`src/rtl/muldiv_pkg.sv`:
```
// Shared definitions for the multiply/divide sequencer: Funct codes, FSM states,
// and the HI/LO instruction decode helper.
package muldiv_pkg;

    localparam int unsigned WIDTH_DEF = 32;

    localparam logic [5:0] F_MFHI  = 6'h10;
    localparam logic [5:0] F_MTHI  = 6'h11;
    localparam logic [5:0] F_MFLO  = 6'h12;
    localparam logic [5:0] F_MTLO  = 6'h13;
    localparam logic [5:0] F_MULT  = 6'h18;
    localparam logic [5:0] F_MULTU = 6'h19;
    localparam logic [5:0] F_DIV   = 6'h1a;
    localparam logic [5:0] F_DIVU  = 6'h1b;

    typedef enum logic [1:0] {
        S_IDLE,
        S_ITER,
        S_FIX
    } state_t;

    function automatic logic is_hilo_funct(input logic [5:0] f);
        case (f)
            F_MFHI, F_MTHI, F_MFLO, F_MTLO,
            F_MULT, F_MULTU, F_DIV, F_DIVU: return 1'b1;
            default:                        return 1'b0;
        endcase
    endfunction

endpackage

```
`src/rtl/muldiv_signfix.sv`:
```
// Final sign correction: turns unsigned magnitude results into signed HI/LO values,
// including the divide-by-zero result override.
module muldiv_signfix
    import muldiv_pkg::*;
#(
    parameter int unsigned WIDTH = WIDTH_DEF
) (
    input  logic             is_div,
    input  logic             neg_main,
    input  logic             neg_rem,
    input  logic             div_zero,
    input  logic [WIDTH-1:0] mag_hi,
    input  logic [WIDTH-1:0] mag_lo,
    output logic [WIDTH-1:0] hi_out,
    output logic [WIDTH-1:0] lo_out
);

    logic [2*WIDTH-1:0] prod_neg;

    always_comb begin
        prod_neg = -{mag_hi, mag_lo};
        hi_out   = mag_hi;
        lo_out   = mag_lo;
        if (is_div) begin
            // Quotient of a divide by zero is all ones regardless of operand signs.
            if (div_zero)
                lo_out = '1;
            else if (neg_main)
                lo_out = -mag_lo;
            if (neg_rem)
                hi_out = -mag_hi;
        end else if (neg_main) begin
            hi_out = prod_neg[2*WIDTH-1:WIDTH];
            lo_out = prod_neg[WIDTH-1:0];
        end
    end

endmodule

```
`src/rtl/muldiv_unit.sv`:
```
// Iterative radix-2 multiply/divide sequencer with architectural HI/LO registers;
// stalls later HI/LO instructions while an operation is in flight.
module muldiv_unit
    import muldiv_pkg::*;
#(
    parameter int unsigned WIDTH = WIDTH_DEF,
    parameter int unsigned CNT_W = 6
) (
    input  logic             clk,
    input  logic             reset,
    input  logic             in_valid,
    input  logic [5:0]       Funct,
    input  logic [WIDTH-1:0] rs_data,
    input  logic [WIDTH-1:0] rt_data,
    output logic             busy,
    output logic             stall,
    output logic             done,
    output logic [WIDTH-1:0] hi,
    output logic [WIDTH-1:0] lo
);

    state_t state, state_n;

    logic [CNT_W-1:0] cnt;
    logic             op_div, neg_main, neg_rem, div_zero;
    logic [WIDTH-1:0] opb, acc_hi, acc_lo;

    logic             hilo_op, accept, start_md, is_signed;
    logic [WIDTH-1:0] rs_mag, rt_mag;
    logic [WIDTH:0]   mul_sum, div_shift;
    logic [WIDTH-1:0] div_diff;
    logic             div_ge;
    logic [WIDTH-1:0] fix_hi, fix_lo;

    always_comb begin
        hilo_op   = in_valid & is_hilo_funct(Funct);
        stall     = hilo_op & busy;
        accept    = hilo_op & ~busy;
        // Funct bit 3 separates mult/div (0x18-0x1b) from the move ops (0x10-0x13).
        start_md  = accept & Funct[3];
        is_signed = ~Funct[0];
        rs_mag    = (is_signed & rs_data[WIDTH-1]) ? -rs_data : rs_data;
        rt_mag    = (is_signed & rt_data[WIDTH-1]) ? -rt_data : rt_data;
    end

    always_comb begin
        // Shift-add multiply: {acc_hi, acc_lo} shifts right, multiplier bits consumed from acc_lo[0].
        mul_sum   = {1'b0, acc_hi} + (acc_lo[0] ? {1'b0, opb} : '0);
        // Restoring divide: remainder in acc_hi, dividend shifting out / quotient shifting into acc_lo.
        div_shift = {acc_hi, acc_lo[WIDTH-1]};
        div_ge    = div_shift >= {1'b0, opb};
        div_diff  = div_shift[WIDTH-1:0] - opb;
    end

    always_comb begin
        state_n = state;
        case (state)
            S_IDLE:  if (start_md) state_n = S_ITER;
            S_ITER:  if (cnt == CNT_W'(WIDTH - 1)) state_n = S_FIX;
            S_FIX:   state_n = S_IDLE;
            default: state_n = S_IDLE;
        endcase
    end

    always_ff @(posedge clk) begin
        if (reset)
            state <= S_IDLE;
        else
            state <= state_n;
    end

    always_ff @(posedge clk) begin
        if (reset) begin
            cnt      <= '0;
            busy     <= 1'b0;
            done     <= 1'b0;
            hi       <= '0;
            lo       <= '0;
            op_div   <= 1'b0;
            neg_main <= 1'b0;
            neg_rem  <= 1'b0;
            div_zero <= 1'b0;
            opb      <= '0;
            acc_hi   <= '0;
            acc_lo   <= '0;
        end else begin
            done <= 1'b0;
            case (state)
                S_IDLE: begin
                    cnt <= '0;
                    if (start_md) begin
                        busy     <= 1'b1;
                        op_div   <= Funct[1];
                        neg_main <= is_signed & (rs_data[WIDTH-1] ^ rt_data[WIDTH-1]);
                        neg_rem  <= is_signed & Funct[1] & rs_data[WIDTH-1];
                        div_zero <= Funct[1] & (rt_data == '0);
                        acc_hi   <= '0;
                        if (Funct[1]) begin
                            acc_lo <= rs_mag;
                            opb    <= rt_mag;
                        end else begin
                            acc_lo <= rt_mag;
                            opb    <= rs_mag;
                        end
                    end else if (accept && Funct == F_MTHI) begin
                        hi <= rs_data;
                    end else if (accept && Funct == F_MTLO) begin
                        lo <= rs_data;
                    end
                end
                S_ITER: begin
                    cnt <= cnt + CNT_W'(1);
                    if (op_div) begin
                        acc_hi <= div_ge ? div_diff : div_shift[WIDTH-1:0];
                        acc_lo <= {acc_lo[WIDTH-2:0], div_ge};
                    end else begin
                        acc_hi <= mul_sum[WIDTH:1];
                        acc_lo <= {mul_sum[0], acc_lo[WIDTH-1:1]};
                    end
                end
                S_FIX: begin
                    hi   <= fix_hi;
                    lo   <= fix_lo;
                    busy <= 1'b0;
                    done <= 1'b1;
                    cnt  <= '0;
                end
                default: ;
            endcase
        end
    end

    muldiv_signfix #(
        .WIDTH(WIDTH)
    ) u_signfix (
        .is_div   (op_div),
        .neg_main (neg_main),
        .neg_rem  (neg_rem),
        .div_zero (div_zero),
        .mag_hi   (acc_hi),
        .mag_lo   (acc_lo),
        .hi_out   (fix_hi),
        .lo_out   (fix_lo)
    );

endmodule

```
`config.mk`:
```
export PLATFORM = sky130hd
export DESIGN_NAME = muldiv_unit
export DESIGN_NICKNAME = d
export VERILOG_FILES = /design/src/rtl/muldiv_pkg.sv /design/src/rtl/muldiv_signfix.sv /design/src/rtl/muldiv_unit.sv
export SDC_FILE = /design/constraint.sdc
export NUM_CORES = 1
export LEC_CHECK = 0
export ABC_AREA = 0
export BUFFER_PORTS_ARGS = -buffer_cell sky130_fd_sc_hd__buf_2
export CAP_MARGIN = 10
export CORE_ASPECT_RATIO = 2
export CORE_MARGIN = 1.5
export CORE_UTILIZATION = 66
export DETAILED_ROUTE_END_ITERATION = 12
export GPL_TIMING_DRIVEN = 0
export PLACE_DENSITY = 0.91
export SLEW_MARGIN = 30
export SYNTH_ARGS = -nofsm -noshare
export SYNTH_HDL_FRONTEND = slang
export SYNTH_SLANG_ARGS = --single-unit
```
`constraint.sdc`:
```
create_clock -name clk -period 8.3 [get_ports clk]
set_input_delay 1.66 -clock clk [delete_from_list [all_inputs] [get_ports clk]]
set_output_delay 1.66 -clock clk [all_outputs]
set_load 0.02 [all_outputs]
```
==> out/qor.yml, run 1 <==
place_hpwl_um: 52500
std_cell_rows: 77
grt_max_degree: 20
yosysTopAreaCellShare_pct: 23.8
cts-hold-fix-buffers: 0
dieWidth_um: 108
initial_core_util_pct: 66.7
htree_num_levels: 4
grt_usage_pct: 63.9
synthXorXnorAreaFrac_pct: 9.99
netlist_top_cells_area: "dfxtp_1, a21oi_1, xnor2_1"
cts.sinks: 174
io_pins: 140
port_buffers: 133
overflow: 22
synthCells: 1972
cts-root-buf: "clkbuf_16"
synth_cell_type_count: 88
clk_path_buf_depth: 2
grt_pass1_vias: 18000
synthMuxAreaShare_pct: 2.91
synth_nets: 2116
synthArstFlopShare_pct: 0
stop_stage: "global routing (5_1_grt)"
cts_buffers: 17
synth-seq-cells: 174
synth_compound_area_share_pct: 30.8
error: "[ERROR GRT-0116] Global routing finished with congestion. Check the congestion regions in the DRC Viewer."
yosysWarnings: 0
syn_area_per_cell_um2: 7.43
synth_top_family_by_area: "compound AO/OA/AOI/OAI gates"
synth_largest_area_cell: "dfxtp_1"
synth_fa_ha_area_share_pct: 6.17
yosysMostFrequentCell: "nor2_1"
syn-cell-area_um2: 14600
yosys_most_used_dff: "dfxtp_1"
place.gp.congestion: 1.20
ys_seq_area_share_pct: 23.8
ctsResizeCount: 0
synth_edf_count: 0
status: "did not finish"
postCtsSetupRepairBufs: 0
die_y_um: 214
yosys.area_share.simple_pct: 20.4
grt_pass1_wl_um: 111000
synthTopCellsByCount: "nor2_1, a21oi_1, nand2_1"
==> metal layers <==
layer  global-route usage [%]  GRT overflow
met2                     91.2             7
met4                     71.5            14
met5                     1.34             0
met1                     62.0             0
met3                     32.6             1
==> cell families after synthesis <==
logic type                 count (synthesis)
buffers and inverters                    221
DFF                                      174
muxes                                     42
AOI/OAI and AO/OA                        678
and+or+nand+nor                          619
xor gates and xnor gates                 167
adders and majority gates                 71
==> per-stage QoR <==
step / hold WS, ns / std cells / area (µm²) / setup slack [ns]
after global placement: 0.438 / 2381 / 15700 / 3.69
after CTS: 0.451 / 2413 / 16300 / 3.73
after floorplan: 0.432 / 1972 / 14600 / 4.29
after detailed placement: 0.441 / 2381 / 15700 / 3.63
==> inputs of run 2 (changes only) <==
--- a/config.mk
+++ b/config.mk
@@ -8,12 +8,11 @@
 export ABC_AREA = 0
 export BUFFER_PORTS_ARGS = -buffer_cell sky130_fd_sc_hd__buf_2
 export CAP_MARGIN = 10
-export CORE_ASPECT_RATIO = 2
 export CORE_MARGIN = 1.5
-export CORE_UTILIZATION = 66
+export CORE_UTILIZATION = 40
 export DETAILED_ROUTE_END_ITERATION = 12
 export GPL_TIMING_DRIVEN = 0
-export PLACE_DENSITY = 0.91
+export PLACE_DENSITY_LB_ADDON = 0.15
 export SLEW_MARGIN = 30
 export SYNTH_ARGS = -nofsm -noshare
 export SYNTH_HDL_FRONTEND = slang
==> run 2 against run 1 <==
Net effect: synthesized area did not move; the run now ends clean; synthesized cell count stayed put.
==> out/qor.yml, run 2 <==
die_area_um2: 37800
netlist_top_cells_area: "dfxtp_1, a21oi_1, xnor2_1"  # unchanged
fmax_ghz: 0.214
place_hpwl_um: 52100  # was 52500 µm
htree_num_levels: 4  # unchanged
syn_area_per_cell_um2: 7.43  # unchanged
avgRoutedWirePerCell_um: 24.8
yosysMostFrequentCell: "nor2_1"  # unchanged
overflow: 0
io_pins: 140  # unchanged
n_fill_cell: 3706
hold_viol_final: 0
synthCells: 1972  # unchanged
status: "completed"  # was did not finish
hp-class: "flip-flop to flip-flop"
synth_fa_ha_area_share_pct: 6.17  # unchanged
drv_slew: 0
postCtsSetupRepairBufs: 0  # unchanged
place.gp.congestion: 0.986  # was 1.20
clk_path_buf_depth: 2  # unchanged
relSlewSlack_pct: 35.0
setup_slack_ns: 3.63
rsz0062_at_grt: "no"
cts.sinks: 174  # unchanged
initial_core_util_pct: 40.9  # was 66.7%
synthXorXnorAreaFrac_pct: 9.99  # unchanged
drive_gt1_share_pct: 10.7
layout_common_cells: "nor2_1, a21oi_1, nand2_1"
synth_edf_count: 0  # unchanged
worst_setup_path_start_kind: "flip-flop"
drtIter0Drc: 1617
yosys.area_share.simple_pct: 20.4  # unchanged
ant_nets: 0
dieWidth_um: 194  # was 108 µm
syn2layout_area_growth_pct: 12.4
yosysWarnings: 0  # unchanged
core_area_um2: 35800
final_common_cell: "nor2_1"
multi_input_area_um2: 10300
p_leak_uw: 0.00637
detail_route.first_pass.iterations: 8
insertion_delay_ns: 0.46
dp_cells: 2567  # was 2381
grt_pass1_wl_um: 95700
viasPerCell: 6.18
p_total_uw: 2160
preCtsSetupSlack_ns: 3.69  # was 3.63 ns
cts-root-buf: "clkbuf_16"  # unchanged
synth_top_family_by_area: "compound AO/OA/AOI/OAI gates"  # unchanged
synth_cell_type_count: 88  # unchanged
ir_worst_vdd_mv: 0.133
syn-cell-area_um2: 14600  # unchanged
vias: 16100
antenna_cells: 0
cts-hold-fix-buffers: 0  # unchanged
synthMuxAreaShare_pct: 2.91  # unchanged
synthArstFlopShare_pct: 0  # unchanged
finClkSkew_ns: 0.0129
fin_crit_ns: 4.67
powerDensity_nw_per_um2: 131
synth_nets: 2116  # unchanged
cp-end-kind: "flip-flop"
grt_pass1_vias: 14900
grt_usage_pct: 33.7
clk_pin_slew_ns: 0.08
register_area_um2: 3480
final_nets: 2269
synth_largest_area_cell: "dfxtp_1"  # unchanged
drv_cap: 0
tns_ns: 0
ctsResizeCount: 0  # unchanged
drcViolationCount: 0
cts_tree: "yes"
stdcell_count: 2599
antenna_found_initial: 1
post-route-period-util_pct: 56.3
yosys_most_used_dff: "dfxtp_1"  # unchanged
cts_buffers: 17  # unchanged
synth_compound_area_share_pct: 30.8  # unchanged
critical_path_required_ns: 8.61
postRouteWirelength_um: 64600
setup_viol_count_final: 0
worst_slew_pin_slew_ns: 0.975
port_buffers: 133  # unchanged
ys_seq_area_share_pct: 23.8  # unchanged
yosysTopAreaCellShare_pct: 23.8  # unchanged
crit_fanout: 10
synthTopCellsByCount: "nor2_1, a21oi_1, nand2_1"  # unchanged
crit_type: "flip-flop to flip-flop"
cp.arrival_ns: 4.97
die_y_um: 194  # was 214 µm
final_core_util_pct: 45.9
grt_max_degree: 17
synth-seq-cells: 174  # unchanged
std_cell_rows: 69  # was 77
## run 2: cell counts after synthesis
Identical to the previous run, type by type.
## run 2: metrics by stage
stage          hold WS (ns)  cell area, µm²
6_report              0.448           16500
3_5_place_dp          0.441           15900
3_3_place_gp          0.439           15900
2_1_floorplan         0.432           14600
4_1_cts               0.450           16500
5_1_grt               0.469           16500
## run 2: critical path: stages (launching register included)
cell and delay, ns:
dfxtp_1 0.32, clkbuf_1 0.58, inv_1 0.27, clkbuf_1 0.33, nor2_1 0.18, ha_1 0.29
a21o_1 0.23, or3_1 0.31, o21a_1 0.28, o211a_1 0.28, a2111oi_2 0.52, nor3_1 0.15
a2111oi_0 0.51, a311o_1 0.19, a221oi_1 0.08
## run 2: area by class of cell
| class | count | share of cell area (%) |
|---|---|---|
| Clock buffer | 21 | 2.86 |
| Multi-Input combinational cell | 1577 | 62.5 |
| Tap cell | 461 | 3.50 |
| Inverter | 74 | 1.69 |
| Timing Repair Buffer | 134 | 4.11 |
| Buffer | 147 | 3.63 |
| Clock inverter | 11 | 0.524 |
| Sequential cell | 174 | 21.2 |
## run 2: where the power goes
group | internal, µW | leakage (µW) | switching (µW) | total (µW)
Combinational | 156 | 0.00471 | 340 | 495
Sequential | 843 | 0.00140 | 11.0 | 854
Clock | 410 | 0.000258 | 401 | 811
## run 2: worst paths after layout
check | startpoint | end | slack, ns | depth (start not counted)
worst max-delay path | acc_lo[0] | acc_hi[31] | 3.63 | 14
worst min-delay path | lo[8] | lo[8] | 0.45 | 2
worst min register to register | lo[8] | lo[8] | 0.45 | 2
worst max register to register | acc_lo[0] | acc_hi[31] | 3.63 | 14
## run 2: routing by layer
metal  wire (µm)  global-route usage (%)  vias to the layer above  share of wire [%]
met3        5650                    5.97                      140                8.8
met1       28100                    45.7                     7599                 44
met4        3220                    16.0                        0                5.0
li1            -                       -                     7501                  -
met5           0                       0                        -                  0
met2       27600                    51.9                      817                 43
## run 2: cells by family (layout without fill, tap and decap cells)
logic type / Yosys count / count (layout)
buffers and inverters: 221 / 387
AND/OR/NAND/NOR: 619 / 619
AO/OA/AOI/OAI: 678 / 678
XOR/XNOR: 167 / 167
multiplexers: 42 / 42
adder cells (fa/ha/maj): 71 / 71
flip-flops: 174 / 174
Power figures use the tool's default switching activity.
==> inputs of run 3 (changes only) <==
--- a/config.mk
+++ b/config.mk
@@ -5,7 +5,7 @@
 export SDC_FILE = /design/constraint.sdc
 export NUM_CORES = 1
 export LEC_CHECK = 0
-export ABC_AREA = 0
+export ABC_AREA = 1
 export BUFFER_PORTS_ARGS = -buffer_cell sky130_fd_sc_hd__buf_2
 export CAP_MARGIN = 10
 export CORE_MARGIN = 1.5
==> constraint.sdc (replaced) <==
create_clock -name clk -period 4.3 [get_ports clk]
set_input_delay 0.86 -clock clk [delete_from_list [all_inputs] [get_ports clk]]
set_output_delay 0.86 -clock clk [all_outputs]
set_load 0.02 [all_outputs]
==> run 3 against run 2 <==
Net effect: synthesized area grew 25%; first-iteration DRC count grew 100%; global-route usage rose by 4.4 points; cell count is 60% higher; fmax is 45% higher; final area rose by 24%; register-to-register slack lost 2.6 ns; largest cell class unchanged.
==> out/qor.yml, run 3 <==
hold_viol_final: 0  # unchanged
syn-cell-area_um2: 18400  # was 14600 µm²
cp.depth: 11  # was 14
met1_usage_pct: 50.9  # was 45.7%
crit_type: "flip-flop to flip-flop"  # unchanged
grt_usage_pct: 38.1  # was 33.7%
grt_pass1_vias: 21400  # was 14900
syn_area_per_cell_um2: 5.44  # was 7.43 µm²
fin_crit_ns: 3.23  # was 4.67 ns
clk_pin_slew_ns: 0.08  # about the same
finClkSkew_ns: 0.0222  # was 0.0129 ns
drive_gt1_share_pct: 7.84  # was 10.7%
synth-seq-cells: 174  # unchanged
yosysMostFrequentCell: "nand2_1"  # was nor2_1
die_y_um: 217  # was 194 µm
port_buffers: 138  # was 133
synthArstFlopShare_pct: 0  # unchanged
cts-root-buf: "clkbuf_16"  # unchanged
antenna_found_initial: 0  # was 1
cp-end-kind: "flip-flop"  # unchanged
register_area_um2: 3480  # unchanged
ir_worst_vdd_mv: 0.258  # was 0.133 mV
vias: 23700  # was 16100
ys_seq_area_share_pct: 19.0  # was 23.8%
ctsResizeCount: 0  # unchanged
viasPerCell: 5.72  # was 6.18
cts_tree: "yes"  # unchanged
p_leak_uw: 0.0106  # was 0.00637 µW
die_area_um2: 47200  # was 37800 µm²
netlist_top_cells_area: "nand2_1, dfxtp_1, inv_1"  # was dfxtp_1, a21oi_1, xnor2_1
rsz0062_at_grt: "no"  # unchanged
dieWidth_um: 217  # was 194 µm
grt_max_degree: 17  # unchanged
final_nets: 3678  # was 2269
cts.sinks: 174  # unchanged
ant_nets: 0  # unchanged
htree_num_levels: 4  # unchanged
critical_path_required_ns: 4.64  # was 8.61 ns
place.gp.congestion: 1.07  # was 0.986
synthCells: 3377  # was 1972
hp-class: "flip-flop to flip-flop"  # unchanged
initial_core_util_pct: 40.5  # was 40.9%
avgRoutedWirePerCell_um: 22.1  # was 24.8 µm
post-route-period-util_pct: 75.0  # was 56.3%
yosysWarnings: 0  # unchanged
core_area_um2: 45400  # was 35800 µm²
worst_path_largest_cell_delay_ns: 0.70  # was 0.58 ns
std_cell_rows: 78  # was 69
critPathSlowestCell: "dfxtp_1"  # was clkbuf_1
overflow: 0  # unchanged
postRouteWirelength_um: 91600  # was 64600 µm
tns_ns: 0  # unchanged
drv_slew: 0  # unchanged
fin_hold_ws_ns: 0.470  # was 0.448 ns
synth_largest_area_cell: "nand2_1"  # was dfxtp_1
grt.busiest_layer: "met2"  # unchanged
place_hpwl_um: 75300  # was 52100 µm
setup_viol_count_final: 0  # unchanged
cts-hold-fix-buffers: 0  # unchanged
crit_fanout: 8  # was 10
cts_buffers: 17  # unchanged
final_common_cell: "nand2_1"  # was nor2_1
grt_use_met3_pct: 9.53  # was 5.97%
worst_slew_pin_slew_ns: 1.08  # was 0.975 ns
synth_cell_type_count: 52  # was 88
clk_path_buf_depth: 2  # unchanged
yosysTopAreaCellShare_pct: 19.3  # was 23.8%
yosys_most_used_dff: "dfxtp_1"  # unchanged
syn2layout_area_growth_pct: 11.1  # was 12.4%
layout_common_cells: "nand2_1, inv_1, nor2_1"  # was nor2_1, a21oi_1, nand2_1
synth_edf_count: 0  # unchanged
multi_input_area_um2: 12500  # was 10300 µm²
path_cells: "ha_1 > inv_1 > fa_1 > o21bai_1 > inv_1 > o21ai_0 > nand2_1 > nand4_1 > nand3_1 > nand3_1 > a21oi_1"  # was clkbuf_1 > inv_1 > clkbuf_1 > nor2_1 > ha_1 > a21o_1 > or3_1 > o21a_1 > o211a_1 > a2111oi_2 > nor3_1 > a2111oi_0 > a311o_1 > a221oi_1
cp_num_buf_inv: 2  # was 3
insertion_delay_ns: 0.48  # was 0.46 ns
synth_nets: 3521  # was 2116
n_fill_cell: 5226  # was 3706
status: "completed"  # unchanged
detail_route.first_pass.iterations: 9  # was 8
fmax_ghz: 0.310  # was 0.214 GHz
powerDensity_nw_per_um2: 227  # was 131 nW/µm²
worst_setup_path_start_kind: "flip-flop"  # unchanged
cp.arrival_ns: 3.56  # was 4.97 ns
hold_depth: 2  # unchanged
io_pins: 140  # unchanged
drtIter0Drc: 3256  # was 1617
r2r_slack_ns: 1.07  # was 3.63 ns
drcViolationCount: 0  # unchanged
postCtsSetupRepairBufs: 0  # unchanged
relSlewSlack_pct: 28.3  # was 35.0%
synthTopCellsByCount: "nand2_1, inv_1, nor2_1"  # was nor2_1, a21oi_1, nand2_1
use_met2_pct: 55.8  # was 51.9%
drv_cap: 0  # unchanged
grt_pass1_wl_um: 134000  # was 95700 µm
path_delay_family: "adder cells"  # was compound AO/OA/AOI/OAI gates
r2r_cells: 11  # was 14
[run 3: cells by family after synthesis]
family	synth area share, %
AND/OR/NAND/NOR	42.2
adder cells (fa/ha/maj)	4.92
flip-flops	19.0
AO/OA/AOI/OAI	18.2
buffers and inverters	13.0
XOR/XNOR	2.76
[run 3: layout make-up]
| class | count | share of cell area [%] |
|---|---|---|
| tap | 600 | 3.68 |
| clock inverter | 11 | 0.625 |
| clock buffer | 21 | 2.30 |
| inverter | 490 | 9.01 |
| antenna | 1 | 0.0123 |
| sequential | 174 | 17.1 |
| timing repair buffer | 138 | 3.38 |
| buffer | 128 | 2.67 |
| multi-input combinational | 2585 | 61.3 |
[run 3: worst register-to-register path, delay by kind of cell, from the launching register on]
kind / cells / cell delay (ns)
simple gates: 4 / 0.64
buf+inv: 2 / 0.20
compound gates: 3 / 0.75
flops: 1 / 0.70
fa+ha+maj: 2 / 0.81
[run 3: per-stage QoR]
stage | area [µm²] | std cells | util (%) | total power [µW] | setup WS [ns]
detailed placement | 19800 | 4115 | 43.7 | 2980 | 1.11
floorplan | 18400 | 3377 | - | 2500 | 1.92
global route | 20400 | 4147 | 45.0 | 4780 | 0.891
global placement | 19800 | 4115 | 43.7 | 2980 | 1.08
CTS | 20400 | 4147 | 45.0 | 4560 | 1.15
finish | 20400 | 4148 | 45.0 | 4640 | 1.07
[run 3: metal layers]
metal  part of all wire (%)  vias to the layer above
met3                     13                      275
li1                       -                    11200
met5                      0                        -
met1                     40                    10800
met2                     41                     1469
met4                    6.2                        0
[run 3: final timing paths]
| check | from | end |
|---|---|---|
| max reg2reg | acc_hi[0] | acc_hi[23] |
| max | acc_hi[0] | acc_hi[23] |
| min reg2reg | lo[19] | lo[19] |
| min | lo[19] | lo[19] |
[run 3: power breakdown]
part | leakage [µW] | switching [µW] | internal [µW]
sequential | 0.00140 | 36.5 | 1630
combinational | 0.00889 | 985 | 355
clock | 0.000294 | 767 | 863
total | 0.0106 | 1790 | 2850
